[src/rtl/axis_len_keep_pkg.sv]
// Shared types and helpers for the length-driven AXI-Stream framer.
// Holds the framer state encoding, the count-to-keep mask helper, a popcount
// helper for the optional statistics, and the beat-size shift helper.
package axis_len_keep_pkg;

  typedef enum logic [0:0] {
    ST_IDLE = 1'b0,
    ST_RUN  = 1'b1
  } lkg_state_e;

  // Widest beat supported; masks are built at this width and then trimmed.
  localparam int unsigned LKG_MAX_BYTES = 64;

  // Beat size of the 10GbE datapath and its log2, used by the default build.
  localparam int unsigned LKG_DEF_BYTES = 8;
  localparam int unsigned LKG_DEF_SHIFT = 3;

  // log2 of the beat size in bytes (beat size is a power of two).
  function automatic int unsigned beat_shift(input int unsigned bytes);
    return $clog2(bytes);
  endfunction

  // n contiguous ones inside a beat of 'bytes' bytes. msb_first places the
  // first valid byte at bit bytes-1, otherwise at bit 0.
  function automatic logic [LKG_MAX_BYTES-1:0] keep_mask(input int unsigned n,
                                                         input int unsigned bytes,
                                                         input bit          msb_first);
    logic [LKG_MAX_BYTES-1:0] m;
    m = {LKG_MAX_BYTES{1'b0}};
    for (int unsigned i = 0; i < LKG_MAX_BYTES; i++) begin
      if (i < bytes) begin
        if (msb_first) begin
          m[i] = (i + n >= bytes) ? 1'b1 : 1'b0;
        end else begin
          m[i] = (i < n) ? 1'b1 : 1'b0;
        end
      end else begin
        m[i] = 1'b0;
      end
    end
    return m;
  endfunction

  // Number of set bits in a keep vector.
  function automatic logic [6:0] popcount(input logic [LKG_MAX_BYTES-1:0] v);
    logic [6:0] c;
    c = 7'd0;
    for (int unsigned i = 0; i < LKG_MAX_BYTES; i++) begin
      c = c + {6'd0, v[i]};
    end
    return c;
  endfunction

endpackage

[src/rtl/cnt_to_keep_mask.sv]
// Combinational count-to-keep decoder for a C_DATA_BYTES-wide beat.
// Counts at or above the beat size saturate to an all-ones mask, so the
// caller can feed the raw remaining-byte count straight in.
module cnt_to_keep_mask
  import axis_len_keep_pkg::*;
#(
  parameter int unsigned C_DATA_BYTES     = 8,
  parameter int unsigned C_CNT_WIDTH      = 16,
  parameter bit          C_KEEP_MSB_FIRST = 1'b1
) (
  input  logic [C_CNT_WIDTH-1:0]  cnt,
  output logic [C_DATA_BYTES-1:0] keep
);

  int unsigned              n_s;
  logic [LKG_MAX_BYTES-1:0] mask_full_s;

  // Saturate the count to the beat size and expand it into a byte mask.
  always_comb begin
    n_s         = 32'(cnt);
    if (n_s >= C_DATA_BYTES) begin
      n_s = C_DATA_BYTES;
    end else begin
      n_s = n_s;
    end
    mask_full_s = keep_mask(n_s, C_DATA_BYTES, C_KEEP_MSB_FIRST);
    keep        = mask_full_s[C_DATA_BYTES-1:0];
  end

  // Upper mask bits are always zero for beats narrower than the maximum.
  if (C_DATA_BYTES < LKG_MAX_BYTES) begin : g_trim
    logic unused_hi_s;
    assign unused_hi_s = ^mask_full_s[LKG_MAX_BYTES-1:C_DATA_BYTES];
  end

endmodule

[src/rtl/axis_len_keep_gen.sv]
// Length-driven AXI-Stream framer: takes one byte-length command per frame,
// passes data beats through one registered output stage and generates
// tkeep/tlast from the running remaining-byte count.
// Optional statistics counters are enabled with AXIS_LEN_KEEP_STATS_EN.
module axis_len_keep_gen
  import axis_len_keep_pkg::*;
#(
  parameter int unsigned C_DATA_BYTES     = 8,
  parameter int unsigned C_LEN_WIDTH      = 16,
  parameter bit          C_KEEP_MSB_FIRST = 1'b1
) (
  input  logic                      clk,
  input  logic                      rst,
  input  logic [C_LEN_WIDTH-1:0]    len_tdata,
  input  logic                      len_tvalid,
  output logic                      len_tready,
  input  logic [8*C_DATA_BYTES-1:0] s_axis_tdata,
  input  logic                      s_axis_tvalid,
  output logic                      s_axis_tready,
  output logic [8*C_DATA_BYTES-1:0] m_axis_tdata,
  output logic [C_DATA_BYTES-1:0]   m_axis_tkeep,
  output logic                      m_axis_tlast,
  output logic                      m_axis_tvalid,
  input  logic                      m_axis_tready,
  output logic                      busy,
  output logic                      zero_len
`ifdef AXIS_LEN_KEEP_STATS_EN
  ,
  output logic [31:0]               stat_frames,
  output logic [31:0]               stat_bytes
`endif
);

  localparam int unsigned          C_SHIFT      = beat_shift(C_DATA_BYTES);
  localparam logic [C_LEN_WIDTH:0] C_BEAT_BYTES = {{C_LEN_WIDTH{1'b0}}, 1'b1} << C_SHIFT;

  lkg_state_e                state_r;
  lkg_state_e                state_nx_s;
  logic [C_LEN_WIDTH-1:0]    remaining_r;
  logic [C_LEN_WIDTH-1:0]    remaining_nx_s;
  logic                      len_tready_s;
  logic                      s_tready_s;
  logic                      load_s;
  logic                      last_s;
  logic                      zero_len_nx_s;
  logic                      m_hs_s;
  logic [C_DATA_BYTES-1:0]   keep_s;

  logic [8*C_DATA_BYTES-1:0] m_tdata_r;
  logic [C_DATA_BYTES-1:0]   m_tkeep_r;
  logic                      m_tlast_r;
  logic                      m_tvalid_r;
  logic                      zero_len_r;

  cnt_to_keep_mask #(
    .C_DATA_BYTES     (C_DATA_BYTES),
    .C_CNT_WIDTH      (C_LEN_WIDTH),
    .C_KEEP_MSB_FIRST (C_KEEP_MSB_FIRST)
  ) u_mask (
    .cnt  (remaining_r),
    .keep (keep_s)
  );

  assign m_hs_s = m_tvalid_r & m_axis_tready;
  assign last_s = ({1'b0, remaining_r} <= C_BEAT_BYTES);

  // Next-state, handshake and remaining-count decisions for the framer.
  always_comb begin
    state_nx_s     = state_r;
    remaining_nx_s = remaining_r;
    len_tready_s   = 1'b0;
    s_tready_s     = 1'b0;
    load_s         = 1'b0;
    zero_len_nx_s  = 1'b0;
    case (state_r)
      ST_IDLE: begin
        len_tready_s = 1'b1;
        if (len_tvalid) begin
          if (len_tdata == {C_LEN_WIDTH{1'b0}}) begin
            zero_len_nx_s = 1'b1;
          end else begin
            remaining_nx_s = len_tdata;
            state_nx_s     = ST_RUN;
          end
        end else begin
          state_nx_s = ST_IDLE;
        end
      end
      ST_RUN: begin
        s_tready_s = ~m_tvalid_r | m_axis_tready;
        if (s_axis_tvalid && s_tready_s) begin
          load_s = 1'b1;
          if (last_s) begin
            remaining_nx_s = {C_LEN_WIDTH{1'b0}};
            state_nx_s     = ST_IDLE;
          end else begin
            remaining_nx_s = remaining_r - C_BEAT_BYTES[C_LEN_WIDTH-1:0];
          end
        end else begin
          state_nx_s = ST_RUN;
        end
      end
      default: begin
        state_nx_s     = ST_IDLE;
        remaining_nx_s = {C_LEN_WIDTH{1'b0}};
      end
    endcase
  end

  // State, remaining-count and zero-length pulse registers.
  always_ff @(posedge clk) begin
    if (rst) begin
      state_r     <= ST_IDLE;
      remaining_r <= {C_LEN_WIDTH{1'b0}};
      zero_len_r  <= 1'b0;
    end else begin
      state_r     <= state_nx_s;
      remaining_r <= remaining_nx_s;
      zero_len_r  <= zero_len_nx_s;
    end
  end

  // Output register: load on input handshake, drop valid on a bare drain,
  // otherwise hold the beat stable.
  always_ff @(posedge clk) begin
    if (rst) begin
      m_tdata_r  <= {(8*C_DATA_BYTES){1'b0}};
      m_tkeep_r  <= {C_DATA_BYTES{1'b0}};
      m_tlast_r  <= 1'b0;
      m_tvalid_r <= 1'b0;
    end else if (load_s) begin
      m_tdata_r  <= s_axis_tdata;
      m_tkeep_r  <= keep_s;
      m_tlast_r  <= last_s;
      m_tvalid_r <= 1'b1;
    end else if (m_hs_s) begin
      m_tvalid_r <= 1'b0;
    end else begin
      m_tvalid_r <= m_tvalid_r;
    end
  end

  // Ready and busy are forced low while reset is applied.
  assign len_tready    = len_tready_s & ~rst;
  assign s_axis_tready = s_tready_s & ~rst;
  assign busy          = ((state_r == ST_RUN) | m_tvalid_r) & ~rst;
  assign zero_len      = zero_len_r;
  assign m_axis_tdata  = m_tdata_r;
  assign m_axis_tkeep  = m_tkeep_r;
  assign m_axis_tlast  = m_tlast_r;
  assign m_axis_tvalid = m_tvalid_r;

`ifdef AXIS_LEN_KEEP_STATS_EN
  logic [31:0]              stat_frames_r;
  logic [31:0]              stat_bytes_r;
  logic [LKG_MAX_BYTES-1:0] keep_ext_s;

  // Zero-extend the held keep to the popcount width.
  always_comb begin
    keep_ext_s                    = {LKG_MAX_BYTES{1'b0}};
    keep_ext_s[C_DATA_BYTES-1:0]  = m_tkeep_r;
  end

  // Frame and byte counters, advanced on each downstream handshake.
  always_ff @(posedge clk) begin
    if (rst) begin
      stat_frames_r <= 32'd0;
      stat_bytes_r  <= 32'd0;
    end else if (m_hs_s) begin
      stat_frames_r <= stat_frames_r + {31'd0, m_tlast_r};
      stat_bytes_r  <= stat_bytes_r + {25'd0, popcount(keep_ext_s)};
    end else begin
      stat_frames_r <= stat_frames_r;
      stat_bytes_r  <= stat_bytes_r;
    end
  end

  assign stat_frames = stat_frames_r;
  assign stat_bytes  = stat_bytes_r;
`endif

endmodule

[config.mk]
export PLATFORM = sky130hd
export DESIGN_NAME = axis_len_keep_gen
export DESIGN_NICKNAME = d
export VERILOG_FILES = /design/src/rtl/axis_len_keep_pkg.sv /design/src/rtl/cnt_to_keep_mask.sv /design/src/rtl/axis_len_keep_gen.sv
export SDC_FILE = /design/constraint.sdc
export NUM_CORES = 1
export LEC_CHECK = 0
export CORE_UTILIZATION = 46
export DETAILED_ROUTE_END_ITERATION = 8
export GPL_ROUTABILITY_DRIVEN = 0
export PLACE_DENSITY = 0.85
export SLEW_MARGIN = 30
export SYNTH_ARGS = -nofsm -noshare
export SYNTH_HDL_FRONTEND = slang
export SYNTH_SLANG_ARGS = --single-unit
[constraint.sdc]
create_clock -name clk -period 3.2 [get_ports clk]
set_clock_uncertainty 0.05 [all_clocks]
set_input_delay 0.48 -clock clk [delete_from_list [all_inputs] [get_ports clk]]
set_output_delay 0.48 -clock clk [all_outputs]
set_load 0.01 [all_outputs]
Word-level counts from Yosys, hierarchy flattened:

Cells that the tools add are included.

* bits in registers: 92
* word-level logic and storage cells: 69

* add/sub/neg operators: 8
* order comparisons: 10
* equality and inequality tests: 3
* muxes and demuxes: 26
* bitwise logic cells: 10
* reduce and logical (&&, ||, !) cells: 5

Operators with widths (number)
* $ge A32 B4 Y1 const B: 7
* $mux W16: 5
* $add A3 B16 Y17 const A: 4
* $add A2 B16 Y17 const A: 2
* $ge A16 B4 Y1 const B: 2
* $pmux W16 S2: 1
* $mux W1: 19
* $add A1 B16 Y17 const A: 1
* $le A16 B4 Y1 const B: 1
* $logic_not A16 Y1: 1
* $sub A16 B4 Y16 const B: 1
* $and A1 B1 Y1: 4
* $ne A2 B2 Y1 const B: 2
* $not A1 Y1: 4
* $reduce_and A3 Y1: 1
* $reduce_or A3 Y1: 1
* $ne A2 B1 Y1 const B: 1
* $or A1 B1 Y1: 2
* $pmux W1 S2: 1
* $reduce_bool A2 Y1: 1
* $logic_and A1 B1 Y1: 1

Depth between registers and ports, before layout:

Gate-level depths: netlist of the first run.

* word-level depth: 6
* gate-level depth with buffers: 7
* mapped depth without buffers: 7

Hierarchy:

A second synthesis of the first run with hierarchy kept.

* cell total of the unflattened synthesis: 492
* area, all modules: 3792.4 µm²

By module, submodules not included
* axis_len_keep_gen: instances 1, cells an instance 464, area each 3626.0 µm²
* cnt_to_keep_mask: instances 1, cells an instance 28, area each 166.4 µm²

Worst setup path before layout of the first run:

OpenSTA, ideal clock, no wires.

* path kind: reg-to-reg
* start: register remaining_r[10]
* end: register m_tkeep_r[3], in the netlist m_axis_tkeep[3]
* setup time: 91 ps
* data arrival time: 1815 ps
* path slack: 1244 ps
* cell stages (with the launch flop): 8
* buffers on the path: 0
* period minus slack after synthesis: 1956 ps
* path through: dfxtp_1 > nor4_4 > nand2_2 > nor2_4 > and2_2 > ha_1 > o22ai_1 > a311oi_1

* word-level cells in the longest chain between the ends: 5

RTL lines
* from (decl): line axis_len_keep_gen.sv:39 `logic [C_LEN_WIDTH-1:0] remaining_r;`
* from (signal assigned): line axis_len_keep_gen.sv:114 `remaining_r <= {C_LEN_WIDTH{1'b0}};`
* from (signal assigned): line axis_len_keep_gen.sv:118 `remaining_r <= remaining_nx_s;`
* $ge A16 B4 Y1: line cnt_to_keep_mask.sv:21 `if (n_s >= C_DATA_BYTES) begin`
* $mux W16 *: line cnt_to_keep_mask.sv:21
* $add A2 B16 Y17 *: line axis_len_keep_pkg.sv:33 `m[i] = (i + n >= bytes) ? 1'b1 : 1'b0;`
* $ge A32 B4 Y1 *: line axis_len_keep_pkg.sv:33
* $mux W1 *: line axis_len_keep_pkg.sv:33
* to (signal assigned): line axis_len_keep_gen.sv:128 `m_tkeep_r <= {C_DATA_BYTES{1'b0}};`
* to (signal assigned): line axis_len_keep_gen.sv:133 `m_tkeep_r <= keep_s;`
* to (decl): line axis_len_keep_gen.sv:50 `logic [C_DATA_BYTES-1:0] m_tkeep_r;`

Every way passes the cells marked *; elsewhere a longest branch is shown, timed or not.
A chain may end at the register's enable or synchronous reset.

Worst setup path after layout of the first run:

* start: input port m_axis_tready
* end: output port s_axis_tready

* word-level cells in the longest chain between the ends: 3

RTL lines
* from (decl): line axis_len_keep_gen.sv:24 `input logic m_axis_tready,`
* $or A1 B1 Y1: line axis_len_keep_gen.sv:90 `s_tready_s = ~m_tvalid_r | m_axis_tready;`
* $mux W1: line axis_len_keep_gen.sv:75 `case (state_r)`
* $and A1 B1 Y1: line axis_len_keep_gen.sv:145 `assign s_axis_tready = s_tready_s & ~rst;`
* to (decl): line axis_len_keep_gen.sv:19 `output logic s_axis_tready,`

Every way passes these cells.

==> flow_summary_export.csv, run 1 <==
group,metric,value,unit
run_status,outcome,"finished clean",
synth,syn_avg_cell_area,8.254,um2
routing,vias,4006,
synth,syn-num-nets,565,
cells_and_area,seq_area,1842,um2
worst_hold_path,hold_class,"reg -> reg",
setup_path,crit_type,"in -> out",
synth,synth_xor_xnor_area_share,0.2229,%
timing,rsz0062_at_grt,"no",
setup_path,cp.arrival,1.89,ns
power_and_ir_drop,p_leak,2.006,nW
grt,grt_pass1_vias,3796,
synth,yosys_warnings,0,
clocking,worstSkewPairLatency,0.35,ns
grt,grt_pass1_wl,17350,um
die,core_area,8258,um2
clocking,ctsLongestPathBuffers,2,
synth,synth_compound_area_share,20.57,%
grt,grt_max_degree,64,
synth,synth_ff_type,"dfxtp_1",
setup_path,critPathCaptureType,"primary output",
clocking,cts_resized,0,
clocking,root_buffer,"clkbuf_8",
timing,tns,0,ns
cells_and_area,nets,713,
die,initial_core_util,47.58,%
synth,ys_types,55,
clocking,numCtsBuffers,9,
clocking,post-cts-setup-buffers,0,
die,die_w,94.42,um
timing,hold_viol,0,
timing,fin_crit_sh,75.52,%
setup_path,worstPathRequired,2.67,ns
die,die_area,8914,um2
synth,synth_top_family_by_area,"simple AND/OR/NAND/NOR gates",
job,cap_violations,0,
grt,grt-busiest-layer,"met2",
routing,drtPass1Iterations,7,
timing,slew_violations,0,
timing,worst-slew-pin-transition,0.7325,ns
placed_design,place.port_buffers,162,
grt,grtUsageMet3,7.568,%
grt,antenna_found_initial,0,
grt,grt_use_met1,29.26,%
synth,synthCells,476,
synth,syn-cell-area,3929,um2
timing,post-route-min-period,2.417,ns
cells_and_area,area_delta_synth_final,48.47,%
synth,synthSimpleGateAreaFrac,25.25,%
routing,drt_iter0_drc,214,
synth,synth_mux_area_share,0.5096,%
grt,grt.total_usage,24.48,%
clocking,path_clk_slew,0.10,ns
synth,synthAdderAreaFrac,1.274,%
placed_design,hpwlAfterDp,7751,um
setup_path,crit_fanout,5,
timing,setup_violations,0,
cells_and_area,utilization,70.64,%
routing,ant_nets,0,
routing,via_per_inst,5.458,
cells_and_area,drive_above_1_share,7.631,%
cells_and_area,multi_input_area,1893,um2
power_and_ir_drop,ir_drop,296.9,uV
grt,use_met2,41.36,%
routing,drc_errors,0,
cells_and_area,diodes,0,
clocking,cts.sinks,92,
synth,synthArstFlopShare,0,%
clocking,cts_tree,"yes",
synth,synth_edf_count,0,
die,rows,33,
routing,wl,10890,um
timing,slew_headroom,51.17,%
die,dieHeight,94.42,um
clocking,htree_levels,3,
setup_path,start_kind,"input port",
routing,wl_per_cell,14.83,um
cells_and_area,fillCellCount,658,
grt,grt_overflow,0,
die,pin_count,163,
synth,ys_seq_elements,92,
synth,ys_seq_area_share,46.88,%
timing,timing.fmax,0.4138,GHz
clocking,cts_hold_buf,0,
power_and_ir_drop,powerDensity,503.8,nW/um2
==> worst paths after layout <==
check	to	startpoint	cells after the start	slack, ns
setup reg to reg	m_axis_tkeep[3]	remaining_r[10]	7	0.84
hold reg to reg	m_axis_tdata[54]	m_axis_tdata[54]	2	0.41
hold / removal	m_axis_tdata[54]	m_axis_tdata[54]	2	0.41
setup / recovery	s_axis_tready	m_axis_tready	5	0.78
==> metal layers <==
layer | part of all wire, % | wire, um
met5 | 0 | 0
met3 | 9.8 | 1072
met4 | 1.6 | 177
met2 | 50 | 5397
met1 | 39 | 4236
==> power by group <==
part | leakage [nW] | switching, W | internal [W]
clock network | 0.105 | 0.000423 | 0.000449
logic | 1.15 | 0.000383 | 0.000369
registers | 0.751 | 0.0000857 | 0.00123
total | 2.01 | 0.000891 | 0.00205
==> placed cells by master, fill, tap and decap left out, types with 7 or more instances in the layout <==
master and count:
a211oi_1 7, clkbuf_8 9, nand2_1 136, buf_4 7, nor3_1 7, inv_1 13
o32ai_1 8, clkdlybuf4s50_1 161, a21oi_1 69, a22oi_1 8, dfxtp_1 92, nor2_1 20
==> sequential cells by signal, indices dropped and copies added, names as in the netlist <==
register,flops
remaining_r,16
m_axis_tdata,64
m_axis_tlast,1
state_r,1
m_axis_tvalid,1
m_axis_tkeep,8
zero_len,1
==> area by class of cell <==
class                           instances  share of cell area (%)
Sequential cell                        92                   31.57
Inverter                               14                  0.9438
Tap cell                              105                   2.252
Multi-Input combinational cell        337                   32.45
Clock buffer                           10                   2.188
Clock inverter                          6                   1.630
Timing Repair Buffer                  170                   28.96
==> Yosys cell counts, types with 6 or more instances <==
master / number / area share, %
o32ai_1: 8 / 1.8
inv_1: 13 / 1.2
nand2_1: 136 / 13
a21oi_1: 69 / 8.8
clkbuf_1: 23 / 2.2
a211oi_1: 7 / 1.3
nand2b_1: 6 / 0.96
dfxtp_1: 92 / 47
nor2_1: 20 / 1.9
a22oi_1: 8 / 1.5
o21ai_0: 6 / 0.76
nor3_1: 7 / 0.89
==> critical path, stage by stage <==
cell	delay, ns
clkdlybuf4s50_1	0.47
nand2b_1	0.24
nand2_1	0.08
nor2_1	0.09
clkdlybuf4s50_1	0.53
==> kinds of logic after synthesis <==
group,Yosys count
compound gates,125
xor+xnor,1
fa+ha+maj,4
buf+inv,47
flops,92
mux,2
simple gates,205
==> per-stage QoR <==
| stage | hold slack [ns] | setup WS, ns | instance area (um2) | power, W | std cells |
|---|---|---|---|---|---|
| after floorplan | 0.4305 | 1.244 | 3929 | 0.001750 | 476 |
| after global placement | 0.3912 | 0.7320 | 5610 | 0.002065 | 718 |
| after detailed placement | 0.3964 | 0.6617 | 5610 | 0.002083 | 718 |
| after CTS | 0.4090 | 0.7825 | 5833 | 0.002944 | 734 |
| after global routing | 0.4321 | 0.6940 | 5833 | 0.003077 | 734 |
| final | 0.4075 | 0.7833 | 5833 | 0.002939 | 734 |
Power figures use the tool's default switching activity.
==> run 2, diff against run 1 <==
--- a/config.mk
+++ b/config.mk
@@ -5,10 +5,10 @@
 export SDC_FILE = /design/constraint.sdc
 export NUM_CORES = 1
 export LEC_CHECK = 0
-export CORE_UTILIZATION = 46
+export CORE_UTILIZATION = 43
 export DETAILED_ROUTE_END_ITERATION = 8
 export GPL_ROUTABILITY_DRIVEN = 0
-export PLACE_DENSITY = 0.85
+export PLACE_DENSITY = 0.8
 export SLEW_MARGIN = 30
 export SYNTH_ARGS = -nofsm -noshare
 export SYNTH_HDL_FRONTEND = slang
==> constraint.sdc (replaced) <==
create_clock -name clk -period 2.3 [get_ports clk]
set_clock_uncertainty 0.05 [all_clocks]
set_input_delay 0.345 -clock clk [delete_from_list [all_inputs] [get_ports clk]]
set_output_delay 0.345 -clock clk [all_outputs]
set_load 0.01 [all_outputs]
==> run 2 against run 1 <==
  * Sequential power increased by 39%
  * Sequential share of layout area is 0.70 points lower
  * Hold slack worse by 0.11 ns
  * Critical path depth shrank 2
  * Clock power rose by 38%
  * Combinational power rose by 50%
  * Sequential cell count did not move
  * Total power rose by 42%
==> flow_summary_export.csv, run 2 (synthesis results as in run 1) <==
group,metric,value,unit
run_status,outcome,"finished clean",
die,die_w,97.59,um
routing,drt_iter0_drc,182,
setup_path,worstPathRequired,1.90,ns
die,dieHeight,97.59,um
setup_path,r2r_end,"m_axis_tkeep[1]",
placed_design,place.port_buffers,162,
timing,post-route-min-period,2.168,ns
timing,rsz0062_at_grt,"no",
routing,via_per_inst,5.473,
timing,setup_violations,0,
clocking,post-cts-setup-buffers,0,
setup_path,reg2reg_setup_slack,0.17,ns
setup_path,critPathCaptureType,"primary output",
timing,hold_viol,0,
die,core_area,8763,um2
setup_path,crit-reg2reg-launch,"remaining_r[10]",
timing,timing.fmax,0.4612,GHz
cells_and_area,largest_reg_flops,64,
grt,grt-busiest-layer,"met2",
power_and_ir_drop,p_leak,2.086,nW
setup_path,crit_fanout,13,
setup_path,crit_type,"reg -> out",
job,cap_violations,0,
power_and_ir_drop,ir_drop,442.4,uV
cells_and_area,seq_area,1842,um2
clocking,path_clk_slew,0.09,ns
clocking,root_buffer,"clkbuf_8",
cells_and_area,utilization,68.06,%
cells_and_area,area_delta_synth_final,51.82,%
cells_and_area,diodes,0,
timing,slew_headroom,61.17,%
power_and_ir_drop,powerDensity,697.2,nW/um2
die,initial_core_util,44.83,%
cells_and_area,drive_above_1_share,9.798,%
routing,drtPass1Iterations,7,
timing,slew_violations,0,
setup_path,reg2reg_depth,7,
setup_path,start_kind,"register",
clocking,cts_tree,"yes",
routing,wl_per_cell,14.98,um
cells_and_area,fillCellCount,745,
grt,grt_max_degree,52,
timing,fin_hold_ws,0.2989,ns
routing,vias,4110,
grt,grtUsageMet3,6.115,%
cells_and_area,final_cell_mix,"161 x clkdlybuf4s50_1, 136 x nand2_1, 92 x dfxtp_1, 69 x a21oi_1, 22 x buf_4",
placed_design,hpwlAfterDp,8063,um
worst_hold_path,hold_class,"in -> reg",
timing,tns,0,ns
die,pin_count,163,
grt,grt_pass1_wl,18600,um
clocking,cts.sinks,92,
grt,grt.total_usage,23.70,%
cells_and_area,final_common_cell,"clkdlybuf4s50_1",
clocking,ctsLongestPathBuffers,2,
cells_and_area,nets,728,
setup_path,cp-startpoint,"state_r",
die,rows,34,
routing,drc_errors,0,
grt,grt_overflow,0,
grt,use_met2,40.34,%
grt,grt_use_met1,28.56,%
routing,ant_nets,0,
cells_and_area,multi_input_area,1893,um2
clocking,htree_levels,3,
routing,wl,11250,um
grt,antenna_found_initial,0,
setup_path,endpoint,"s_axis_tready",
timing,fin_crit_sh,94.28,%
setup_path,cp.arrival,1.77,ns
clocking,worstSkewPairLatency,0.35,ns
clocking,numCtsBuffers,9,
timing,worst-slew-pin-transition,0.5816,ns
die,die_area,9523,um2
grt,grt_pass1_vias,3955,
## run 2: report_power, final
part / switching, W / leakage [nW] / internal [W] / total, W
registers: 0.000118 / 0.751 / 0.00171 / 0.00183
clock network: 0.000562 / 0.109 / 0.000642 / 0.00120
logic: 0.000558 / 1.23 / 0.000568 / 0.00113
total: 0.00124 / 2.09 / 0.00292 / 0.00416
## run 2: final cells by class
class / count / area share [%]
timing repair buffer: 185 / 30.46
sequential: 92 / 30.88
multi-input combinational: 337 / 31.74
inverter: 14 / 0.9230
clock buffer: 10 / 2.308
clock inverter: 5 / 1.426
tap: 108 / 2.266
## run 2: worst max-delay path, cell delays in order, from the launching register on
cell	delay (ns)
dfxtp_1	0.70
nand2_1	0.09
nor2_1	0.10
clkdlybuf4s50_1	0.54
## run 2: how the worst min path moves through the flow
| stage | startpoint | endpoint | slack [ns] | cells past startpoint |
|---|---|---|---|---|
| 2_1_floorplan | m_axis_tdata[0] | m_axis_tdata[0] | 0.43 | 2 |
| 3_3_place_gp | m_axis_tdata[60] | m_axis_tdata[60] | 0.39 | 2 |
| 3_5_place_dp | m_axis_tdata[41] | m_axis_tdata[41] | 0.40 | 2 |
| 4_1_cts | rst | m_axis_tdata[32] | 0.29 | 2 |
| 5_1_grt | rst | m_axis_tdata[32] | 0.28 | 2 |
| 6_report | rst | m_axis_tdata[38] | 0.30 | 2 |
## run 2: timing repair
| item | in CTS | in global routing |
|---|---|---|
| hold buffers | 0 | 0 |
| setup endpoints to repair | 0 | 1 |
| gates resized for setup | 0 | 0 |
| endpoints found under the hold margin | 0 | 0 |
## run 2: through the flow
stage                     total power [W]  worst slack, ns  std cells  cell area, um2
after global routing             0.004371          0.01469        751            5964
after CTS                        0.004179           0.1006        751            5964
after floorplan                  0.002435           0.3443        476            3929
after global placement           0.002945           0.1562        736            5742
after detailed placement         0.002972           0.1220        736            5742
final                            0.004158           0.1315        751            5964
## run 2: per-layer routing
metal	vias to the layer above	routed length [um]	part of all wire, %
li1	1977	-	-
met2	213	5454	48
met1	1892	4586	41
met5	-	0	0
met4	0	269	2.4
met3	28	939	8.3
